===== src/rtl/wb_init_pkg.sv =====
// Shared types and constants for the Wishbone logic-analyzer initiator.
// Bus widths, the FSM state encoding and the default timeout read-back value.
package wb_init_pkg;

  localparam int WB_ADR_W = 32;
  localparam int WB_DAT_W = 32;
  localparam int WB_SEL_W = 4;

  localparam logic [WB_DAT_W-1:0] ERR_DATA_DEF = 32'hFFFF_FFFF;

  typedef enum logic [1:0] {
    IDLE = 2'd0,
    BUS  = 2'd1,
    RESP = 2'd2
  } state_e;

endpackage


===== src/rtl/wb_timeout_ctr.sv =====
// Clear/enable saturating cycle counter with a terminal-count flag.
// The flag marks the last permitted wait cycle; it is tied low when TIMEOUT_CYCLES is 0.
module wb_timeout_ctr #(
  parameter int TIMEOUT_CYCLES = 255
) (
  input  logic clk,
  input  logic rst_n,
  input  logic clr,
  input  logic en,
  output logic tc
);

  localparam int CW = (TIMEOUT_CYCLES < 1) ? 1 : $clog2(TIMEOUT_CYCLES + 1);
  localparam logic [CW-1:0] CNT_MAX = {CW{1'b1}};
  localparam logic [CW-1:0] TC_VAL  = (TIMEOUT_CYCLES == 0) ? {CW{1'b0}} : CW'(TIMEOUT_CYCLES - 1);

  logic [CW-1:0] cnt_r;

  // Counter register: clear wins over enable, and the count sticks at its maximum.
  always_ff @(posedge clk or negedge rst_n) begin
    if (!rst_n) begin
      cnt_r <= {CW{1'b0}};
    end else if (clr) begin
      cnt_r <= {CW{1'b0}};
    end else if (en && (cnt_r != CNT_MAX)) begin
      cnt_r <= cnt_r + CW'(1'b1);
    end
  end

  generate
    if (TIMEOUT_CYCLES == 0) begin : g_no_timeout
      assign tc = 1'b0;
    end else begin : g_timeout
      assign tc = (cnt_r == TC_VAL);
    end
  endgenerate

endmodule


===== src/rtl/wb_la_initiator.sv =====
// Wishbone classic single-transfer initiator driven by a valid/ready command port.
// Each command runs one bus cycle and yields a buffered response (read data or timeout error).
module wb_la_initiator
  import wb_init_pkg::*;
#(
  parameter int                  TIMEOUT_CYCLES = 255,
  parameter logic [WB_DAT_W-1:0] ERR_DATA       = ERR_DATA_DEF
) (
  input  logic                wb_clk_i,
  input  logic                wb_rst_ni,
  input  logic                cmd_valid_i,
  output logic                cmd_ready_o,
  input  logic                cmd_we_i,
  input  logic [WB_ADR_W-1:0] cmd_adr_i,
  input  logic [WB_DAT_W-1:0] cmd_dat_i,
  input  logic [WB_SEL_W-1:0] cmd_sel_i,
  output logic                rsp_valid_o,
  input  logic                rsp_ready_i,
  output logic [WB_DAT_W-1:0] rsp_dat_o,
  output logic                rsp_err_o,
  output logic                wbm_cyc_o,
  output logic                wbm_stb_o,
  output logic                wbm_we_o,
  output logic [WB_ADR_W-1:0] wbm_adr_o,
  output logic [WB_DAT_W-1:0] wbm_dat_o,
  output logic [WB_SEL_W-1:0] wbm_sel_o,
  input  logic                wbm_ack_i,
  input  logic [WB_DAT_W-1:0] wbm_dat_i,
  output logic                busy_o
);

  state_e                state_r,     state_s;
  logic                  cyc_r,       cyc_s;
  logic                  we_r,        we_s;
  logic [WB_ADR_W-1:0]   adr_r,       adr_s;
  logic [WB_DAT_W-1:0]   dat_r,       dat_s;
  logic [WB_SEL_W-1:0]   sel_r,       sel_s;
  logic                  rsp_valid_r, rsp_valid_s;
  logic [WB_DAT_W-1:0]   rsp_dat_r,   rsp_dat_s;
  logic                  rsp_err_r,   rsp_err_s;
  logic                  cmd_ready_r, cmd_ready_s;
  logic                  busy_r,      busy_s;
  logic                  clr_s, en_s, tc_s;

  wb_timeout_ctr #(
    .TIMEOUT_CYCLES(TIMEOUT_CYCLES)
  ) u_timeout_ctr (
    .clk  (wb_clk_i),
    .rst_n(wb_rst_ni),
    .clr  (clr_s),
    .en   (en_s),
    .tc   (tc_s)
  );

  // Next-state and next-output logic; everything holds unless a transition updates it.
  always_comb begin
    state_s     = state_r;
    cyc_s       = cyc_r;
    we_s        = we_r;
    adr_s       = adr_r;
    dat_s       = dat_r;
    sel_s       = sel_r;
    rsp_valid_s = rsp_valid_r;
    rsp_dat_s   = rsp_dat_r;
    rsp_err_s   = rsp_err_r;
    clr_s       = 1'b0;
    en_s        = 1'b0;
    case (state_r)
      IDLE: begin
        if (cmd_valid_i && cmd_ready_r) begin
          we_s    = cmd_we_i;
          adr_s   = cmd_adr_i;
          dat_s   = cmd_dat_i;
          sel_s   = cmd_sel_i;
          cyc_s   = 1'b1;
          clr_s   = 1'b1;
          state_s = BUS;
        end else begin
          state_s = IDLE;
        end
      end
      BUS: begin
        // Ack is checked first so it wins on the timeout boundary cycle.
        if (wbm_ack_i) begin
          cyc_s       = 1'b0;
          rsp_dat_s   = we_r ? {WB_DAT_W{1'b0}} : wbm_dat_i;
          rsp_err_s   = 1'b0;
          rsp_valid_s = 1'b1;
          state_s     = RESP;
        end else if (tc_s) begin
          en_s        = 1'b1;
          cyc_s       = 1'b0;
          rsp_dat_s   = ERR_DATA;
          rsp_err_s   = 1'b1;
          rsp_valid_s = 1'b1;
          state_s     = RESP;
        end else begin
          en_s = 1'b1;
        end
      end
      RESP: begin
        if (rsp_ready_i) begin
          rsp_valid_s = 1'b0;
          state_s     = IDLE;
        end else begin
          state_s = RESP;
        end
      end
      default: begin
        cyc_s       = 1'b0;
        rsp_valid_s = 1'b0;
        state_s     = IDLE;
      end
    endcase
    cmd_ready_s = (state_s == IDLE);
    busy_s      = (state_s != IDLE);
  end

  // State and output registers; reset drops the bus cycle and any pending response at once.
  always_ff @(posedge wb_clk_i or negedge wb_rst_ni) begin
    if (!wb_rst_ni) begin
      state_r     <= IDLE;
      cyc_r       <= 1'b0;
      we_r        <= 1'b0;
      adr_r       <= {WB_ADR_W{1'b0}};
      dat_r       <= {WB_DAT_W{1'b0}};
      sel_r       <= {WB_SEL_W{1'b0}};
      rsp_valid_r <= 1'b0;
      rsp_dat_r   <= {WB_DAT_W{1'b0}};
      rsp_err_r   <= 1'b0;
      cmd_ready_r <= 1'b0;
      busy_r      <= 1'b0;
    end else begin
      state_r     <= state_s;
      cyc_r       <= cyc_s;
      we_r        <= we_s;
      adr_r       <= adr_s;
      dat_r       <= dat_s;
      sel_r       <= sel_s;
      rsp_valid_r <= rsp_valid_s;
      rsp_dat_r   <= rsp_dat_s;
      rsp_err_r   <= rsp_err_s;
      cmd_ready_r <= cmd_ready_s;
      busy_r      <= busy_s;
    end
  end

  assign cmd_ready_o = cmd_ready_r;
  assign wbm_cyc_o   = cyc_r;
  assign wbm_stb_o   = cyc_r;
  assign wbm_we_o    = we_r;
  assign wbm_adr_o   = adr_r;
  assign wbm_dat_o   = dat_r;
  assign wbm_sel_o   = sel_r;
  assign rsp_valid_o = rsp_valid_r;
  assign rsp_dat_o   = rsp_dat_r;
  assign rsp_err_o   = rsp_err_r;
  assign busy_o      = busy_r;

endmodule


===== config.mk =====
export PLATFORM = sky130hd
export DESIGN_NAME = wb_la_initiator
export DESIGN_NICKNAME = d
export VERILOG_FILES = /design/src/rtl/wb_init_pkg.sv /design/src/rtl/wb_timeout_ctr.sv /design/src/rtl/wb_la_initiator.sv
export SDC_FILE = /design/constraint.sdc
export NUM_CORES = 1
export LEC_CHECK = 0
export CAP_MARGIN = 20
export CORE_ASPECT_RATIO = 1.5
export CORE_UTILIZATION = 42
export DETAILED_ROUTE_END_ITERATION = 16
export PLACE_DENSITY = 0.8
export SLEW_MARGIN = 25
export SYNTH_ARGS = -nofsm -noshare
export SYNTH_HDL_FRONTEND = slang
export SYNTH_SLANG_ARGS = --single-unit

===== constraint.sdc =====
create_clock -name wb_clk_i -period 1.7 [get_ports wb_clk_i]
set_input_delay 0.425 -clock wb_clk_i [delete_from_list [all_inputs] [get_ports wb_clk_i]]
set_output_delay 0.425 -clock wb_clk_i [all_outputs]
set_load 0.02 [all_outputs]

==> results of run 1 <==
## layout make-up
| cell class | count | area (µm²) |
|---|---|---|
| clock buffers | 19 | 443 |
| clock inverters | 13 | 183 |
| fillers | 861 | 3400 |
| inverters | 30 | 113 |
| multi-input cells | 338 | 1660 |
| flip-flops and latches | 116 | 2900 |
| well taps | 147 | 184 |
| repair buffers | 232 | 2230 |
## layer usage
layer | vias up | part of all wire, % | global-route usage (%)
li1 | 2112 | - | -
met3 | 36 | 6.1 | 6.36
met1 | 2078 | 38 | 25.2
met5 | - | 0 | 0
met4 | 0 | 3.3 | 10.8
met2 | 169 | 53 | 40.8
## stage by stage
step                      hold slack, ps  setup TNS, ps
after floorplan                      129              0
after detailed placement             295          -8670
after global placement               293          -8420
after CTS                            419              0
final                                431              0
after global routing                 446              0
## where the power goes
group          total, µW  internal (µW)  switching, µW
Clock               3730           2490           1250
Combinational       5940           2330           3610
Sequential          4700           4010            687
## cells in the final DEF, fill, tap and decap left out, types with 3 or more instances in the layout
cell type and n:
o311ai_0 26, buf_4 13, nand3_1 4, inv_1 30, mux2i_1 5, and3_1 3, a21oi_1 8, o21ai_0 3
clkdlybuf4s50_1 104, clkinvlp_4 4, nand2_1 245, clkinv_2 3, nor2b_1 6, buf_12 7, dlygate4sd2_1 107, clkbuf_16 17
nor2_1 6, dfrtp_1 116, bufinv_16 4, o22ai_1 5
## worst reg2reg max path: stages, from the launching register on
cell      delay (ps)
dfrtp_1          440
ha_1             310
and3_1           240
a211oi_2         260
mux2i_1          230
## how the worst max path moves through the flow
| stage | startpoint | to |
|---|---|---|
| after detailed placement | wbm_ack_i | u_timeout_ctr.cnt_r[1] |
| after global routing | state_r[0] | u_timeout_ctr.cnt_r[3] |
| after floorplan | wbm_ack_i | u_timeout_ctr.cnt_r[4] |
| after global placement | wbm_ack_i | u_timeout_ctr.cnt_r[1] |
| after CTS | cmd_ready_o | cmd_ready_o |
| final | cmd_ready_o | cmd_ready_o |
## state kept, by name, summed over array words and instances (netlist names)
name                 flops
busy_o                   1
cmd_ready_o              1
rsp_dat_o               32
rsp_err_o                1
rsp_valid_o              1
state_r                  2
u_timeout_ctr.cnt_r      8
wbm_adr_o               32
wbm_cyc_o                1
wbm_dat_o               32
wbm_sel_o                4
wbm_we_o                 1
## timing repair
item | 4_1_cts | 5_1_grt
endpoints found under the setup margin | 107 | 1
hold buffers | 1 | 0
gates cloned | 0 | 0
gates resized for setup | 107 | 1
endpoints found under the hold margin | 11 | 0
## cells by family (layout without fill, tap and decap cells)
group                    Yosys count  after routing  synth area share (%)
AND/OR/NAND/NOR                  279            279                  23.9
flip-flops                       116            116                  60.4
adder cells (fa/ha/maj)            2              2                 0.520
AO/OA/AOI/OAI                     52             52                  8.51
multiplexers                       5              5                  1.04
buffers and inverters             62            294                  5.67
==> summary.md, run 1 <==
| Metric | Value |
|---|---|
| Reg2reg end | `u_timeout_ctr.cnt_r[3]` |
| Initial antenna violation count | `0` |
| R2r startpoint | `u_timeout_ctr.cnt_r[0]` |
| Status | `complete, no violations` |
| Type of the worst min-delay path | `in -> async` |
| Utilization after layout | `69.4%` |
| Final worst path period share | `95.0%` |
| Max cap viols | `0` |
| Power Density | `1860 mW/mm²` |
| DR iter-0 viols | `approximately 240` |
| Final setup vio count | `0` |
| RSZ-0062 raised after global routing | `false` |
| Post-synth EDFFs | `0` |
| Final Instance Count excl. Fillers | `between 800 and 900` |
| Fraction of registers with async set/reset | `between 90% and 100%` |
| Total number of vias | `4395` |
| Root Buffer | `clkbuf_16` |
| Critical-path cell list | `dlygate4sd2_1` |
| Tmin final | `1610 ps` |
| Core Area | `between 0.01 and 0.015 mm²` |
| Top post-synthesis cells by count | `245 x nand2_1, 116 x dfrtp_1, 30 x inv_1` |
| Detail Route Antenna Nets | `0` |
| Largest cells by area after synthesis | `dfrtp_1 60%, nand2_1 19%, o311ai_0 4.7%, inv_1 2.3%, buf_2 1.8%` |
| Signal arrival time at the worst endpoint | `about 1200 ps` |
| Synth Area per Inst | `~9.3 µm²` |
| Initial Util | `43.3%` |
| Pin count of the biggest net entering global routing | `52` |
| Synthesized cell area | `around 0.0048 mm²` |
| Gate Count Post-Synth | `516` |
| Final Net Count | `843` |
| Die width | `between 80 and 90 µm` |
| WL/cell | `about 14 µm` |
| Setup Buffers After CTS | `0` |
| Net Count, Synth | `roughly 620` |
| Area growth from synthesis to layout | `60.4%` |
| Worst slack at placement | `-214 ps` |
| Critical Path Start Type | `flop` |
| Chip height | `between 100 and 150 µm` |
| First-pass GRT wire length | `21100 µm` |
| Fin. Hold Viols | `0` |
| Worst clock skew | `between 6 and 7 ps` |
| Row count | `47` |
| Reg-to-reg setup timing slack | `140 ps` |
| Drt total wl | `roughly 13000 µm` |
| CTS tree | `done` |
| CP top delay family | `flip-flops` |
| Max Slew Vio Count | `0` |
| Post-route setup slack | `85.8 ps` |
| Total chip power | `14400 µW` |
| Worst R2R Path Depth | `4` |
| Peak supply drop | `0.00131 V` |
| I/O pin count | `roughly 210` |
| GRT Overall Usage | `between 20% and 30%` |
| Max Freq | `approximately 0.62 GHz` |
| Ys Warns | `0` |
| First drt pass iteration count | `5` |
| Static leakage | `a little over 0.004 µW` |
| Inserted Clock Buffers | `17` |
| Crit Path Class | `reg -> out` |
| Via density | `roughly 4.9` |
| Crit path max-delay cell type | `dfrtp_1` |
| Post-detail-place hpwl | `between 9000 and 10000 µm` |
| DIE AREA | `approximately 0.012 mm²` |
| Critical path buffers and inverters | `1` |
| Synth area leader | `dfrtp_1` |
| Ant. Diodes | `0` |
| Clock transition at path regs | `60 ps` |
| Gr ovfl total | `0` |
| Max H-tree Level | `4` |
| Levels on crit path | `1` |
| Required time worst endpoint | `about 1300 ps` |
| Top cell type's share of synthesized area | `between 60% and 70%` |
| Layout cells sized above 1 | `about 7.9%` |
| Drt drc | `0` |
| CP max FO | `3` |
| Synthesized flop and latch total | `approximately 120` |
| Port bufs | `212` |
| Final instance area | `0.00771 mm²` |
| Clock Tree Buf Depth | `2` |
| Relative slew slack | `71.0%` |
| Vias in the first global route | `~4500` |
| Clk_lat worst skew | `400 ps` |
| Worst Tran Pin Value | `~430 ps` |
| GP Congestion | `0.788` |
| Most frequent cell after synthesis | `nand2_1` |
| Placed Area | `about 0.007 mm²` |
| Worst path max stage delay | `about 400 ps` |
| Cell variety after synth | `36` |
| Sequential area share after synthesis | `around three fifths` |
| Prevailing post-synth register cell | `dfrtp_1` |
| Critical path endpoint category | `primary output` |
| Placed Instances | `about 860` |
| Clock sink count | `around 120` |
Note: power is estimated with default switching activity, not from simulation.
==> inputs of run 2 (changes only) <==
CORE_MARGIN = 2   (was not set)
PLACE_DENSITY = 0.88   (was 0.8)
==> summary.md, run 2 (synthesis results as in run 1) <==
| Metric | Value |
|---|---|
| Status | `complete, no violations (unchanged)` |
| Power Density | `1850 mW/mm² (was 1860 mW/mm²)` |
| Layout cells sized above 1 | `7.38% (was 7.89%)` |
| Reg-to-reg setup timing slack | `130 ps (was 140 ps)` |
| Critical-path cell list | `dlygate4sd2_1 (unchanged)` |
| Pin count of the biggest net entering global routing | `61 (was 52)` |
| First drt pass iteration count | `4 (was 5)` |
| Relative slew slack | `71.5% (was 71.0%)` |
| Crit path to | `cmd_ready_o (unchanged)` |
| Initial Util | `43.3% (unchanged)` |
| Clock sink count | `116 (unchanged)` |
| CP Launch Point | `cmd_ready_o (unchanged)` |
| Worst clock skew | `10.7 ps (was 6.84 ps)` |
| GP Congestion | `0.839 (was 0.788)` |
| Setup Buffers After CTS | `0 (unchanged)` |
| Int Pwr | `8650 µW (was 8830 µW)` |
| Sequential Power Share | `33.4% (was 32.7%)` |
| Inserted Clock Buffers | `17 (unchanged)` |
| Commonest cells after routing, fill and taps aside | `245 x nand2_1, 116 x dfrtp_1, 107 x dlygate4sd2_1, 104 x clkdlybuf4s50_1, 30 x inv_1 (unchanged)` |
| Critical Path Start Type | `flop (unchanged)` |
| Met1 WL | `4830 µm (was 4880 µm)` |
| Clk_lat worst skew | `400 ps (about the same)` |
| Max Freq | `0.613 GHz (was 0.619 GHz)` |
| Post-detail-place hpwl | `9790 µm (was 9490 µm)` |
| Crit path max-delay cell type | `dfrtp_1 (unchanged)` |
| CP top delay family | `flip-flops (unchanged)` |
| Sw Ratio | `39.2% (was 38.6%)` |
| Placed Instances | `859 (was 862)` |
| First-pass GRT wire length | `21800 µm (was 21100 µm)` |
| Total number of vias | `4408 (was 4395)` |
| Hold WS | `416 ps (was 431 ps)` |
| Critical path endpoint category | `primary output (unchanged)` |
| Core Area | `0.0111 mm² (unchanged)` |
| Fin. Hold Viols | `0 (unchanged)` |
| DIE AREA | `0.0123 mm² (was 0.0119 mm²)` |
| Worst path max stage delay | `410 ps (about the same)` |
| Gr ovfl total | `0 (unchanged)` |
| I/O pin count | `213 (unchanged)` |
| Met2 wire length | `7260 µm (was 6870 µm)` |
| Filler cells | `852 (was 861)` |
| Crit Path Class | `reg -> out (unchanged)` |
| Clock transition at path regs | `60 ps (about the same)` |
| WL/cell | `14.9 µm (was 14.5 µm)` |
| Signal arrival time at the worst endpoint | `1210 ps (was 1190 ps)` |
| Clock Tree Buf Depth | `2 (unchanged)` |
| Die width | `91.4 µm (was 89.4 µm)` |
| Row count | `47 (unchanged)` |
| Sw power | `5570 µW (was 5540 µW)` |
| Max cap viols | `0 (unchanged)` |
| Worst Tran Pin Value | `426 ps (was 435 ps)` |
| Worst R2R Path Depth | `3 (was 4)` |
| GRT Overall Usage | `22.3% (was 23.2%)` |
| Most common cell after layout, fill and taps aside | `nand2_1 (unchanged)` |
| CP max FO | `3 (unchanged)` |
| Reg2reg end | `u_timeout_ctr.cnt_r[4] (was u_timeout_ctr.cnt_r[3])` |
| CTS tree | `done (unchanged)` |
| Peak supply drop | `0.00113 V (was 0.00131 V)` |
| Metal3 WL | `789 µm (was 791 µm)` |
| R2r startpoint | `state_r[0] (was u_timeout_ctr.cnt_r[0])` |
| Final setup vio count | `0 (unchanged)` |
| Detail Route Antenna Nets | `0 (unchanged)` |
| Final worst path period share | `96.0% (was 95.0%)` |
| Type of the worst min-delay path | `in -> async (unchanged)` |
| Drt drc | `0 (unchanged)` |
| Max Slew Vio Count | `0 (unchanged)` |
| Vias in the first global route | `4557 (was 4450)` |
| Required time worst endpoint | `1270 ps (about the same)` |
| DR iter-0 viols | `258 (was 242)` |
| Combinational power share | `41.3% (about the same)` |
| Ant. Diodes | `0 (unchanged)` |
| Critical path buffers and inverters | `1 (unchanged)` |
| Final Net Count | `840 (was 843)` |
| Static leakage | `0.00399 µW (was 0.00402 µW)` |
| Max H-tree Level | `4 (unchanged)` |
| Via density | `4.94 (was 4.91)` |
| Area growth from synthesis to layout | `59.5% (was 60.4%)` |
| RSZ-0062 raised after global routing | `false (unchanged)` |
| Initial antenna violation count | `0 (unchanged)` |
| Clock power share | `25.3% (was 26.0%)` |
| Top Metal Used | `met4 (unchanged)` |
| Root Buffer | `clkbuf_16 (unchanged)` |
| Levels on crit path | `1 (unchanged)` |
| Final Instance Count excl. Fillers | `892 (was 895)` |
| Drt total wl | `13300 µm (was 13000 µm)` |
| Chip height | `135 µm (was 133 µm)` |
| Port bufs | `212 (unchanged)` |
| Tmin final | `1630 ps (was 1610 ps)` |
[run 2: cell type report]
class,count,area (µm²),area share (%)
Multi-Input combinational cell,338,1660,21.7
Clock inverter,12,156,2.04
Tap cell,147,184,2.40
Sequential cell,116,2900,37.8
Timing Repair Buffer,229,2200,28.7
Inverter,30,113,1.47
Clock buffer,20,447,5.82
[run 2: worst min-delay path by stage]
stage                     slack, ps            end  cells after the start
after CTS                       400  rsp_dat_o[14]                      2
final                           420  rsp_dat_o[14]                      2
after detailed placement        280  rsp_dat_o[14]                      1
after global placement          280  rsp_dat_o[10]                      1
after global routing            410  rsp_dat_o[14]                      2
after floorplan                 130         busy_o                      0
[run 2: power groups by stage]
stage	Sequential (µW)	Clock [µW]	Combinational, µW
2_1_floorplan	6170	0	1930
3_3_place_gp	4740	0	6570
3_5_place_dp	4830	0	6770
4_1_cts	4770	3650	5960
5_1_grt	4930	3810	6420
6_report	4750	3590	5880
[run 2: per-stage QoR]
stage               power, µW  setup slack [ps]  TNS [ps]  utilization [%]  cell area, µm²
detailed placement      11600              -208     -9460             64.7            7190
global route            15200              2.55         0             69.0            7670
CTS                     14400              57.3         0             69.0            7670
floorplan                8100               257         0                -            4810
global placement        11300              -176     -5770             64.7            7190
finish                  14200              68.4         0             69.0            7670
[run 2: worst reg2reg max path, stage by stage (launching register included)]
cell      delay [ps]
dfrtp_1          590
or3b_4           470
o311ai_2         280
o31ai_1          110
[run 2: timing repair]
item,CTS,global route
endpoints found under the setup margin,107,2
resized for setup,107,1
hold buffers,1,0
endpoints found under the hold margin,9,0
[run 2: per-layer routing]
| metal | vias to the layer above | track usage (%) |
|---|---|---|
| met5 | - | 0 |
| met2 | 181 | 40.1 |
| met1 | 2097 | 24.0 |
| li1 | 2099 | - |
| met3 | 31 | 6.25 |
| met4 | 0 | 10.4 |
